--- src/rtl/arith_pkg.sv ---
// Shared arithmetic helpers: 4-bit carry-lookahead slice used by the adder and subtractor datapaths.
// Latency: combinational function only. Backpressure: not applicable.
// The slice width and type are shared so every CLA user agrees on the slice boundary.
package arith_pkg;

    localparam int BASE_SLICE_W = 4;

    typedef logic [BASE_SLICE_W-1:0] slice_t;

    // Returns {cout, sum}. Every carry is expanded from generate/propagate terms, so no ripple.
    function automatic logic [BASE_SLICE_W:0] cla4_sum(slice_t a, slice_t b, logic cin);
        slice_t                g;
        slice_t                p;
        logic [BASE_SLICE_W:0] c;
        g    = a & b;
        p    = a ^ b;
        c[0] = cin;
        c[1] = g[0] | (p[0] & cin);
        c[2] = g[1] | (p[1] & g[0]) | (p[1] & p[0] & cin);
        c[3] = g[2] | (p[2] & g[1]) | (p[2] & p[1] & g[0]) | (p[2] & p[1] & p[0] & cin);
        c[4] = g[3] | (p[3] & g[2]) | (p[3] & p[2] & g[1]) | (p[3] & p[2] & p[1] & g[0])
             | (p[3] & p[2] & p[1] & p[0] & cin);
        return {c[4], p ^ c[3:0]};
    endfunction

endpackage

--- src/rtl/cla_sub_stage.sv ---
// One subtractor pipeline stage: a single 4-bit CLA on the lowest pending slice.
// Latency: 1 cycle. Backpressure: all registers hold while adv is low.
// Operand/result word rotates right one slice per stage, so after the last stage it is the aligned difference.
module cla_sub_stage
    import arith_pkg::*;
#(
    parameter int NUMBITS = 8
) (
    input  logic               clk,
    input  logic               reset,
    input  logic               adv,
    input  logic               vld_d,
    input  logic               bw_d,
    input  logic               a_msb_d,
    input  logic [NUMBITS-1:0] ad_d,
    input  logic [NUMBITS-1:0] nb_d,
    output logic               vld_q,
    output logic               bw_q,
    output logic               a_msb_q,
    output logic [NUMBITS-1:0] ad_q,
    output logic [NUMBITS-1:0] nb_q
);

    logic [BASE_SLICE_W:0] cs;
    logic [NUMBITS-1:0]    ad_nxt;
    logic [NUMBITS-1:0]    nb_nxt;

    // Borrow is stored inverted from carry so a cleared register means "no borrow".
    assign cs = cla4_sum(ad_d[BASE_SLICE_W-1:0], nb_d[BASE_SLICE_W-1:0], ~bw_d);

    if (NUMBITS > BASE_SLICE_W) begin : g_rot
        assign ad_nxt = {cs[BASE_SLICE_W-1:0], ad_d[NUMBITS-1:BASE_SLICE_W]};
        assign nb_nxt = {nb_d[BASE_SLICE_W-1:0], nb_d[NUMBITS-1:BASE_SLICE_W]};
    end else begin : g_single
        assign ad_nxt = cs[BASE_SLICE_W-1:0];
        assign nb_nxt = nb_d;
    end

    always_ff @(posedge clk or posedge reset) begin
        if (reset) begin
            vld_q   <= 1'b0;
            bw_q    <= 1'b0;
            a_msb_q <= 1'b0;
            ad_q    <= '0;
            nb_q    <= '0;
        end else if (adv) begin
            vld_q   <= vld_d;
            bw_q    <= ~cs[BASE_SLICE_W];
            a_msb_q <= a_msb_d;
            ad_q    <= ad_nxt;
            nb_q    <= nb_nxt;
        end
    end

endmodule

--- src/rtl/pipelined_cla_subtractor.sv ---
// Pipelined subtractor d = a - b - bw_in, one 4-bit CLA slice per stage, with borrow and signed overflow.
// Latency: NUMBITS/4 cycles, one result per cycle. Backpressure: whole pipe freezes while
// out_valid && !out_ready; in_ready is the combinational inverse of that stall.
module pipelined_cla_subtractor
    import arith_pkg::*;
#(
    parameter int NUMBITS = 8
) (
    input  logic               clk,
    input  logic               reset,
    input  logic               in_valid,
    output logic               in_ready,
    input  logic [NUMBITS-1:0] a_in,
    input  logic [NUMBITS-1:0] b_in,
    input  logic               bw_in,
    output logic               out_valid,
    input  logic               out_ready,
    output logic [NUMBITS-1:0] d_out,
    output logic               bw_out,
    output logic               ovf_out
);

    localparam int STAGES = NUMBITS / BASE_SLICE_W;

    if (NUMBITS == 0 || (NUMBITS % BASE_SLICE_W) != 0) begin : g_bad_width
        $error("pipelined_cla_subtractor: NUMBITS must be a non-zero multiple of 4");
    end

    logic               stall;
    logic [STAGES:0]    vld;
    logic [STAGES:0]    bw;
    logic [STAGES:0]    a_msb;
    logic [NUMBITS-1:0] ad [STAGES+1];
    logic [NUMBITS-1:0] nb [STAGES+1];
    logic [NUMBITS-2:0] nb_tail_unused;

    assign stall    = out_valid & ~out_ready;
    assign in_ready = ~stall;

    assign vld[0]   = in_valid & in_ready;
    assign bw[0]    = bw_in;
    assign a_msb[0] = a_in[NUMBITS-1];
    assign ad[0]    = a_in;
    assign nb[0]    = ~b_in;

    for (genvar k = 0; k < STAGES; k++) begin : g_stage
        cla_sub_stage #(
            .NUMBITS (NUMBITS)
        ) u_stage (
            .clk     (clk),
            .reset   (reset),
            .adv     (~stall),
            .vld_d   (vld[k]),
            .bw_d    (bw[k]),
            .a_msb_d (a_msb[k]),
            .ad_d    (ad[k]),
            .nb_d    (nb[k]),
            .vld_q   (vld[k+1]),
            .bw_q    (bw[k+1]),
            .a_msb_q (a_msb[k+1]),
            .ad_q    (ad[k+1]),
            .nb_q    (nb[k+1])
        );
    end

    // After a full rotation nb holds ~b again; only its MSB feeds overflow.
    assign nb_tail_unused = nb[STAGES][NUMBITS-2:0];

    assign out_valid = vld[STAGES];
    assign d_out     = ad[STAGES];
    assign bw_out    = bw[STAGES];
    assign ovf_out   = (a_msb[STAGES] == nb[STAGES][NUMBITS-1])
                     & (ad[STAGES][NUMBITS-1] != a_msb[STAGES]);

endmodule

--- config.mk ---
export PLATFORM = sky130hd
export DESIGN_NAME = pipelined_cla_subtractor
export DESIGN_NICKNAME = d
export VERILOG_FILES = /design/src/rtl/arith_pkg.sv /design/src/rtl/cla_sub_stage.sv /design/src/rtl/pipelined_cla_subtractor.sv
export SDC_FILE = /design/constraint.sdc
export NUM_CORES = 1
export LEC_CHECK = 0
export ABC_AREA = 1
export CORE_UTILIZATION = 49
export CTS_CLUSTER_DIAMETER = 30
export DETAILED_ROUTE_END_ITERATION = 12
export GPL_TIMING_DRIVEN = 0
export PLACE_DENSITY = 0.79
export REMOVE_ABC_BUFFERS = 1
export SYNTH_ARGS = -nofsm -noshare
export SYNTH_HDL_FRONTEND = slang
export SYNTH_SLANG_ARGS = --single-unit
--- constraint.sdc ---
create_clock -name clk -period 1.6 [get_ports clk]
set_input_delay 0.4 -clock clk [delete_from_list [all_inputs] [get_ports clk]]
set_output_delay 0.4 -clock clk [all_outputs]
set_load 0.005 [all_outputs]
Yosys cells after proc, flatten, opt, wreduce, memory -nomap -nowiden
Cells that the tools add are included.
- register bits: 38
- bits of input ports: 21
- logic and storage cells: 80
- equal/unequal tests: 2
- bitwise operators: 68
- operators with widths (cell ; number):
    $and A1 B1 Y1 ; 35
    $or A1 B1 Y1 ; 20
    $xor A4 B4 Y4 ; 4
    $and A4 B4 Y4 ; 2
    $not A8 Y8 ; 1
    $not A1 Y1 ; 6
    $eq A1 B1 Y1 ; 1
    $ne A1 B1 Y1 ; 1

Logic depth before layout (Yosys ltp)
- depth after elaboration: 8
- gate-level depth with buffers: 9

Modules after synthesis
A second synthesis with hierarchy kept.
- cell total of the unflattened synthesis: 231
- area, all modules: 1874.3 um^2
- modules (own cells, without submodules) (module ; times used ; cells an instance ; area each (um^2)):
    cla_sub_stage ; 2 ; 105 ; 895.9
    pipelined_cla_subtractor ; 1 ; 21 ; 82.6

Worst setup path before layout
Ideal clock, no wire load.
- path kind: input-to-reg
- from: input port b_in[2]
- to: register g_stage[0].u_stage.ad_q[7]
- library setup time: 117 ps
- arrival: 1162 ps
- required time: 1483 ps
- path slack: 320 ps
- stages on the path: 7
- path buffers: 0
- cell sequence: inv_1 -> ha_1 -> or2_0 -> nand2_1 -> nand3_1 -> nand3_1 -> nand2_1
- cells in the longest elaborated chain, start to end: 7
- elaborated cells on any way between the ends: 12
- classes of those cells: bitwise: 12
- RTL lines (element ; RTL line ; text):
    start, declared ; pipelined_cla_subtractor.sv:14 ; input logic [NUMBITS-1:0] b_in,
    $not A8 Y8 (*) ; pipelined_cla_subtractor.sv:44 ; assign nb[0] = ~b_in;
    $xor A4 B4 Y4 ; arith_pkg.sv:16 ; p = a ^ b;
    $and A1 B1 Y1 ; arith_pkg.sv:20 ; c[3] = g[2] | (p[2] & g[1]) | (p[2] & p[1] & g[0]) | (p[2] & p[1] & p[0] & cin);
    $or A1 B1 Y1 / $and A1 B1 Y1 (equally long branches) (2 in series) ; arith_pkg.sv:20 ;
    $or A1 B1 Y1 (*) ; arith_pkg.sv:20 ;
    $xor A4 B4 Y4 (*) ; arith_pkg.sv:23 ; return {c[4], p ^ c[3:0]};
    end signal, assigned ; cla_sub_stage.sv:50 ; ad_q <= ad_nxt;
    end, declared ; cla_sub_stage.sv:20 ; output logic [NUMBITS-1:0] ad_q,
Every way passes the cells marked *; elsewhere a longest branch is shown, timed or not.
A chain may end at the register's enable or synchronous reset.

Worst setup path in the final report
- from: register g_stage[1].u_stage.ad_q[7]
- to: output port d_out[7]
- RTL lines (element ; RTL line ; text):
    start, declared ; cla_sub_stage.sv:20 ;
    start signal, assigned ; cla_sub_stage.sv:50 ;
    end, declared ; pipelined_cla_subtractor.sv:18 ; output logic [NUMBITS-1:0] d_out,
No word-level cell between the ends.

==> results_dict.tcl <==
set metrics [dict create \
    synthCells 168 \
    place_congestion 0.758 \
    clkLatencyLatePin_ns 0.33 \
    fmax_mhz 653 \
    n_fill_cell 242 \
    grt_max_degree 27 \
    finalHoldViolations 0 \
    cts_max_level 1 \
    num_vias 1156 \
    layout-drive-gt1-share_pct 11.0 \
    fin_crit_ns 1.53 \
    dpl_cell_area_um2 1660 \
    synth_seq_cells 26 \
    synth.area.top_cells "dfrtp_1 (46%), nand2_1 (17%), ha_1 (7.1%), buf_4 (5.4%), inv_1 (4.8%)" \
    maxSlewViolCount 0 \
    wire_per_inst_um 12.3 \
    finalCritPeriodShare_pct 95.7 \
    synth-main-ff-cell "dfrtp_1" \
    total_power_mw 1.90 \
    ir_drop_v 0.000712 \
    start_util_pct 51.3 \
    yosys.area.top_type "dfrtp_1" \
    crit_type "reg -> out" \
    die_h_um 55.5 \
    syn_avg_cell_area_um2 8.34 \
    finalNonFillerCells 231 \
    crit_path_max_incr_delay_ns 0.41 \
    drt-pass1-iter-count 5 \
    antenna_cells 0 \
    use_met3_pct 1.64 \
    cts.sinks 26 \
    vias_per_cell 5.00 \
    drc 0 \
    syn2layout_area_growth_pct 25.2 \
    seq_area_frac_synth_pct 46.4 \
    outcome "finished, final reports clean" \
    fin_util_pct 64.2 \
    hold_class "reg -> reg" \
    tightest_slew_ns 0.957 \
    cts_tree "built" \
    die_area_um2 3080 \
    crit_arrival_ns 1.13 \
    grt_pass1_wl_um 4890 \
    finClkSkew_ns 0.0106 \
    cp_cell_sequence "buf_4, dlygate4sd2_1" \
    cts_root_buf "clkbuf_4" \
    grt.total_usage_pct 20.4 \
    cts_buffers 3 \
    worstPathMaxFanout 2 \
    finalWirelength_um 2840 \
    r2r_slack_ns 0.24 \
    overflow 0 \
    worstPathRequired_ns 1.20 \
    p_per_area_nw_per_um2 1080 \
    rsz0062_at_grt "true" \
    cpMaxStageDelayCell "dfrtp_1" \
    synth_top_area_share_pct 46.4 \
    met2_usage_pct 35.3 \
    synthTopCellsByCount "nand2_1 (62), dfrtp_1 (26), inv_1 (18)" \
    met1_usage_pct 25.0 \
    cap_violations 0 \
    end_kind "output port" \
    die_w_um 55.5 \
    fin_area_um2 1750 \
    clockBufferDepth 2 \
    clkSlewWorstSetupHoldPaths_ns 0.13 \
    core_um2 2730 \
    synth_warnings 0 \
    setup_viol 0 \
    rows 19 \
    grt_pass1_vias 1108 \
    final_nets 232 \
    postRouteAntennaNets 0 \
    antenna_found_initial 0 \
    slew_headroom_pct 36.1 \
    postCtsHoldBufs 0 \
    drt_iter0_drc 37 \
    crit_path_start_kind "flip-flop" \
    tns_ns 0 \
    synth-edff-count 0 \
    synth.most_common_cell "nand2_1" \
    leakage_nw 0.941 \
    busiest_layer "met2" \
    synth-async-reset-ratio_pct 100 \
    netlist_area_um2 1400 \
    ios 33 \
    synth_cell_types 21 \
    portBuffers 32 \
    dp_cells 218 \
    dpl.hpwl_um 1850 \
]
==> registers in the layout (all words and copies together) (netlist names) <==
signal and count:
g_stage.u_stage.vld_q 2, g_stage.u_stage.a_msb_q 1, g_stage.u_stage.bw_q 2, g_stage.u_stage.nb_q 5, g_stage.u_stage.ad_q 16
==> what timing repair did <==
action                     in CTS  in global routing
gates cloned                    2                  0
pin swaps                       2                  1
setup endpoints to repair      27                  4
resized for setup              18                  5
buffers inserted                5                  2
==> cells by family (layout without fill, tap and decap cells) <==
logic type | after synthesis | after routing | synth area share [%]
xor gates and xnor gates | 2 | 2 | 1.25
DFF | 26 | 26 | 46.4
adders and majority gates | 10 | 10 | 10.0
AOI/OAI and AO/OA | 12 | 12 | 4.29
and+or+nand+nor | 86 | 87 | 26.1
buffers and inverters | 32 | 63 | 12.0
==> metal layers <==
metal  vias up  routed length (um)
met1       540                1270
li1        580                   -
met5         -                   0
met4         0                  76
met3         7                 104
met2        29                1390
==> cells in the final DEF, fill, tap and decap left out <==
| master | netlist | routed |
|---|---|---|
| a21oi_1 | 1 | 1 |
| buf_2 | 2 | 1 |
| buf_4 | 10 | 7 |
| clkbuf_2 | 0 | 1 |
| clkbuf_4 | 0 | 3 |
| clkbuf_8 | 0 | 1 |
| clkdlybuf4s50_1 | 0 | 19 |
| dfrtp_1 | 26 | 26 |
| dlygate4sd2_1 | 0 | 9 |
| dlymetal6s2s_1 | 0 | 2 |
| fa_1 | 2 | 2 |
| ha_1 | 8 | 8 |
| inv_1 | 18 | 16 |
| inv_2 | 1 | 3 |
| inv_6 | 0 | 1 |
| nand2_1 | 62 | 62 |
| nand2_2 | 1 | 1 |
| nand3_1 | 9 | 9 |
| nand3_2 | 1 | 1 |
| nand4_1 | 4 | 4 |
| nor2_1 | 6 | 5 |
| nor2_2 | 0 | 2 |
| nor2_4 | 1 | 1 |
| o21ai_0 | 8 | 8 |
| o21ai_1 | 3 | 3 |
| or2_0 | 2 | 2 |
| xnor2_1 | 1 | 1 |
| xor2_1 | 1 | 1 |
==> final timing paths <==
path | startpoint | endpoint | cells after the start
setup / recovery | g_stage[1].u_stage.ad_q[7] | d_out[7] | 2
hold / removal | g_stage[0].u_stage.vld_q | g_stage[1].u_stage.vld_q | 2
setup reg to reg | g_stage[0].u_stage.ad_q[2] | g_stage[1].u_stage.ad_q[7] | 7
hold reg to reg | g_stage[0].u_stage.vld_q | g_stage[1].u_stage.vld_q | 2
max in group asynchronous | reset | g_stage[0].u_stage.ad_q[7] | 2
min in group asynchronous | reset | g_stage[0].u_stage.bw_q | 2
==> report_power, final <==
| part | switching (mW) | internal, mW | total (mW) |
|---|---|---|---|
| Combinational | 0.336 | 0.339 | 0.675 |
| Sequential | 0.0812 | 0.801 | 0.882 |
| Clock | 0.203 | 0.140 | 0.342 |
| Total | 0.620 | 1.28 | 1.90 |
==> worst max-delay path, delay by kind of cell, from the launching register on <==
family   cells  cell delay, ns
flops        1            0.41
buf+inv      2            0.39
==> cell type report <==
| type | instances | area (um^2) | area share (%) |
|---|---|---|---|
| clock buffer | 4 | 36.3 | 2.07 |
| inverter | 19 | 76.3 | 4.35 |
| multi-input combinational | 111 | 592 | 33.7 |
| sequential | 26 | 651 | 37.1 |
| tap | 31 | 38.8 | 2.21 |
| timing repair buffer | 39 | 357 | 20.3 |
| timing repair inverter | 1 | 3.75 | 0.214 |
==> stage by stage <==
step	setup WS (ns)	hold slack, ns
final	0.0686	0.471
after global routing	-0.0136	0.501
after CTS	-0.0201	0.475
after detailed placement	-1.07	0.443
after global placement	-1.06	0.433
after floorplan	0.194	0.423
Power figures use the tool's default switching activity.
==> RTL edit 1, RTL diff (config.mk and constraints unchanged) <==
Make the reset (`reset`) synchronous in one clocked block.
--- a/src/rtl/cla_sub_stage.sv
+++ b/src/rtl/cla_sub_stage.sv
@@ -38,3 +38,3 @@
 
-    always_ff @(posedge clk or posedge reset) begin
+    always_ff @(posedge clk) begin
         if (reset) begin
Check against the original RTL: differs if reset is asserted again (counterexample within 4 cycles, from zero or initial values and one cycle with reset high); with reset held inactive, the same outputs for 10 cycles.
==> RTL edit 1 against the original RTL <==
- fmax down 1.8%
- power down 18%
- setup slack worse by 28 ps
- sequential cell count unchanged
- final area up 3.5%
- clock skew down 3.1 ps
- sequential share of layout area down 7.7 points
- synthesized area up 0.89%
- wire length up 2.8%
- die area up 0.87%
- critical path type unchanged
==> RTL edit 1: results (changes against the original RTL) <==
Global routing
  – Via count of the first global-routing pass: 1,121 (was 1,108)
  – Antenna violations before repair: 0 (unchanged)
  – All-layer global routing usage: 19.3% (was 20.4%)
  – Global-route wire length before repair: 4830 um (was 4890 um)
  – Maximum number of pins on one net before global-route repair: 26 (was 27)

Worst setup path
  – Worst R2R End: g_stage[1].u_stage.ad_q[7] (unchanged)
  – Stage delay of the slowest cell on the critical path: 490 ps (was 410 ps)
  – Launching point of the worst reg2reg path: g_stage[0].u_stage.ad_q[2] (unchanged)
  – Data arrival time of the critical path: 1160 ps (was 1130 ps)
  – Worst-path fanout max: 2 (unchanged)
  – R2R cell count: 8 (was 7)
  – Cell type group with the largest total delay on the critical path: buffers and inverters (was flip-flops)
  – Slowest stage cell, crit path: clkdlybuf4s50_1 (was dfrtp_1)

Clock network
  – Clock Pin Slew Worst Setup and Hold Paths: 130 ps (about the same)
  – Worst skew pair latency: 320 ps
  – Max Buffers Root-to-Sink: 2 (unchanged)
  – CTS H-tree depth: 1 (unchanged)

Route
  – Wirelength per Cell: 11.3 um (was 12.3 um)
  – 1st-pass router iterations: 4 (was 5)
  – Via-to-Cell Ratio: 4.93 (was 5.00)
  – First DRT Iteration DRCs: 28 (was 37)

Layout
  – Regs by FF count: g_stage.u_stage.ad_q (16), g_stage.u_stage.nb_q (5) (unchanged)
  – Share of layout cells above drive strength 1: 13.7% (was 11.0%)
  – Final layout net count: 258 (was 232)
  – Count of fill cells added during filler insertion: 246 (was 242)

Pwr
  – Leakage Power: 0.987 nW (was 0.941 nW)
  – Maximum VDD drop: 0.000807 V (was 0.000712 V)

Run status
  – Result of the run: finished, final reports clean (unchanged)

Logic synthesis
  – Compound-Gate Fraction of Synth Area: 13.1% (was 4.29%)
  – Yosys warns: 0 (unchanged)
  – Share of flip-flops with an asynchronous set or reset: 0% (was 100%)
  – Register area share after synthesis: 36.8% (was 46.4%)
  – Top post-synthesis cells by count: 32 x nor2_1, 29 x inv_1, 26 x dfxtp_1 (was 62 x nand2_1, 26 x dfrtp_1, 18 x inv_1)
  – Top cells by area in the synthesized netlist: dfxtp_1 37%, o21ai_0 8.8%, nor2_1 8.5% (was dfrtp_1 46%, nand2_1 17%, ha_1 7.1%)
  – Post-synthesis cell type count: 21 (unchanged)
  – Share of synthesized cell area in full adder, half adder and majority cells: 9.91% (was 10.0%)
  – Synthesized-area fraction occupied by xor and xnor cells: 1.24% (was 1.25%)

STA
  – Transition time of the tightest slew-check pin: 612 ps (was 957 ps)
  – Worst setup skew after layout: 7.47 ps (was 10.6 ps)
  – Worst hold slack: 478 ps (was 471 ps)

Hold path
  – Depth of the worst hold-timing path: 2 (unchanged)
  – Type of the tightest min-delay check: flip-flop to flip-flop (unchanged)
  – Start point of the worst min-delay path: g_stage[0].u_stage.vld_q (unchanged)
  – Endpoint of the worst hold-timing path: g_stage[1].u_stage.vld_q (unchanged)

Placed design
  – Total cell area at the placement stage: 1670 um^2 (was 1660 um^2)
  – Hpwl dp: 1750 um (was 1850 um)
  – Final Wtd Congestion: 0.784 (was 0.758)
==> RTL edit 1: cell types whose count changed in the layout (fill, tap and decap cells not counted), sizes merged, moves of 2 or more <==
cell           delta
buf               -3
nand3             +4
dlygate4sd2       -7
inv              +12
clkdlybuf4s50     +2
a21oi            +11
dlymetal6s2s      +5
dfxtp            +26
nand2            -38
nor2             +25
o21ai            +14
dfrtp            -26
==> RTL edit 1: cells by family after synthesis <==
family	Yosys count
and+or+nand+nor	78
buffers and inverters	45
AOI/OAI and AO/OA	37
DFF	26
adders and majority gates	10
xor gates and xnor gates	2
==> RTL edit 1: what timing repair did <==
action / in CTS / in global routing
hold buffers: 0 / 0
setup buffers: 4 / 1
pin swaps: 1 / 1
cloned: 2 / 0
endpoints found under the setup margin: 8 / 12
gates resized for setup: 11 / 22
==> RTL edit 1: report_power, final <==
group	internal, W	switching (W)	leakage, nW
Sequential	0.000716	0.0000310	0.219
Clock	0.000253	0.000196	0.0279
Combinational	0.000191	0.000179	0.740
Total	0.00116	0.000405	0.987
==> RTL edit 1: stage by stage <==
stage / cells / worst slack [ps]
2_1_floorplan: 183 / 168
3_3_place_gp: 246 / -847
3_5_place_dp: 246 / -846
4_1_cts: 256 / -0.766
5_1_grt: 257 / 0.919
6_report: 257 / 40.7
==> RTL edit 1: how the worst max path moves through the flow <==
stage	from	end	slack [ps]
floorplan	b_in[2]	g_stage[0].u_stage.ad_q[7]	170
global placement	out_ready	in_ready	-850
detailed placement	out_ready	in_ready	-850
CTS	g_stage[1].u_stage.vld_q	in_ready	-0.8
global route	g_stage[1].u_stage.ad_q[0]	d_out[0]	0.9
finish	g_stage[1].u_stage.ad_q[1]	d_out[1]	40
==> RTL edit 1: per-layer routing <==
metal  vias up  GRT usage, %  share of wire (%)
li1        674             -                  -
met1       568          25.6                 50
met2        21          32.2                 45
met3         5          3.02                2.7
met4         0          6.43                1.5
met5         -             0                  0
==> RTL edit 1: cell type report <==
class                   instances  area (um^2)  share of cell area (%)
clock buffers                   3         22.5                    1.24
clock inverters                 1         30.0                    1.65
inverters                      30          120                    6.62
multi-input cells             127          696                    38.3
flip-flops and latches         26          533                    29.4
well taps                      31         38.8                    2.14
repair buffers                 37          363                    20.0
repair inverters                2         12.5                   0.689
==> RTL edit 2, RTL diff (same settings) <==
Made on the original files. `NUMBITS` is set to 8 in 2 places; all go to 16.
--- a/src/rtl/cla_sub_stage.sv
+++ b/src/rtl/cla_sub_stage.sv
@@ -6,3 +6,3 @@
 #(
-    parameter int NUMBITS = 8
+    parameter int NUMBITS = 16
 ) (
--- a/src/rtl/pipelined_cla_subtractor.sv
+++ b/src/rtl/pipelined_cla_subtractor.sv
@@ -6,3 +6,3 @@
 #(
-    parameter int NUMBITS = 8
+    parameter int NUMBITS = 16
 ) (
Ports: changed (resized a_in, b_in and d_out); port bits go from 33 to 57. No check against the original RTL was run, so the function may have changed too.
==> RTL edit 2 against the original RTL <==
- the run now ends with negative setup slack left
- setup slack worse by 79 ps
- synthesized area rose to 3.2 times the old value
- global-route usage increased by 0.061 points
- power grew to 5.0 times the old value
- utilization shrank 3.3 points
- critical path depth rose by 3
- via count grew to 2.9 times the old value
- die area increased to 3.1 times the old value
- wire length increased to 3.1 times the old value
- final area grew to 3.0 times the old value
- sequential cell count is 72 higher
- cell count grew to 2.9 times the old value
- critical path type unchanged
- critical endpoint is now in_ready
- largest cell class unchanged
- largest power group unchanged
- highest routed layer unchanged
==> RTL edit 2: results (changes against the original RTL) <==
Run status
  – Result of the run: finished with violations (was finished, final reports clean)
  – Failing checks: negative setup slack

Layout
  – Regs by FF count: g_stage.u_stage.ad_q (64), g_stage.u_stage.nb_q (25) (was g_stage.u_stage.ad_q (16), g_stage.u_stage.nb_q (5))
  – Count of clock-net buffers in the final layout: 10 (was 4)
  – Layout Cells excl Fill: 665 (was 231)
  – Layout multi-input combinational cell count: 330 (was 111)

Placed design
  – Hpwl dp: 5130 um (was 1850 um)
  – Inst Count DP: 633 (was 218)
  – Final Wtd Congestion: 0.778 (was 0.758)

Pwr
  – Net switching power of the design: 0.00356 W (was 0.000620 W)
  – Pwr Total: 0.00958 W (was 0.00190 W)

Logic synthesis
  – Share of synthesized cell area in full adder, half adder and majority cells: 6.34% (was 10.0%)
  – Compound-Gate Fraction of Synth Area: 5.55% (was 4.29%)
  – Post-synthesis cell type count: 19 (was 21)
  – Synthesized-area fraction occupied by xor and xnor cells: 0.793% (was 1.25%)

Clock network
  – Number of gates resized after cts: 35 (was 18)
  – CTS Buf Count: 9 (was 3)

Global routing
  – Met1 routing resource usage after global routing: 24.9% (was 25.0%)
  – All-layer global routing usage: 20.4% (about the same)
  – Global-route wire length before repair: 15,400 um (was 4890 um)

Worst setup path
  – R2R Setup Slk: 110 ps (was 240 ps)
  – Critical Path Sink: in_ready (was d_out[7])
  – Data arrival time of the critical path: 1210 ps (was 1130 ps)
  – Worst-path fanout max: 11 (was 2)

STA
  – Number of failing setup endpoints in the final timing report: 1 (was 0)
  – PnR worst setup slack: -10.9 ps (was 68.6 ps)

Route
  – Routed met1 length: 3880 um (was 1270 um)

Hold path
  – Start point of the worst min-delay path: g_stage[0].u_stage.ad_q[4] (was g_stage[0].u_stage.vld_q)
RTL edit 2: cell types whose count changed after synthesis, sizes merged:
cell,before,now
ha,8,16
fa,2,4
nor2,7,12
xnor2,1,3
o21ai,11,48
or2,2,5
inv,19,39
clkbuf,0,2
nand3,10,20
buf,13,34
dfrtp,26,98
nand4,4,8
nand2,63,211
RTL edit 2: worst max-delay path, delay by kind of cell (launching register included):
| family | cells | cell delay, ps |
|---|---|---|
| flip-flops | 1 | 390 |
| buffers and inverters | 4 | 420 |
| AND/OR/NAND/NOR | 1 | 40 |
RTL edit 2: stage by stage:
step           instance area [um^2]  hold slack (ps)  setup TNS (ps)
2_1_floorplan                  4190              440         -217750
3_3_place_gp                   4880              449         -477480
3_5_place_dp                   4960              457          -89360
4_1_cts                        5300              479           -55.1
5_1_grt                        5310              491           -73.6
6_report                       5310              477           -10.9
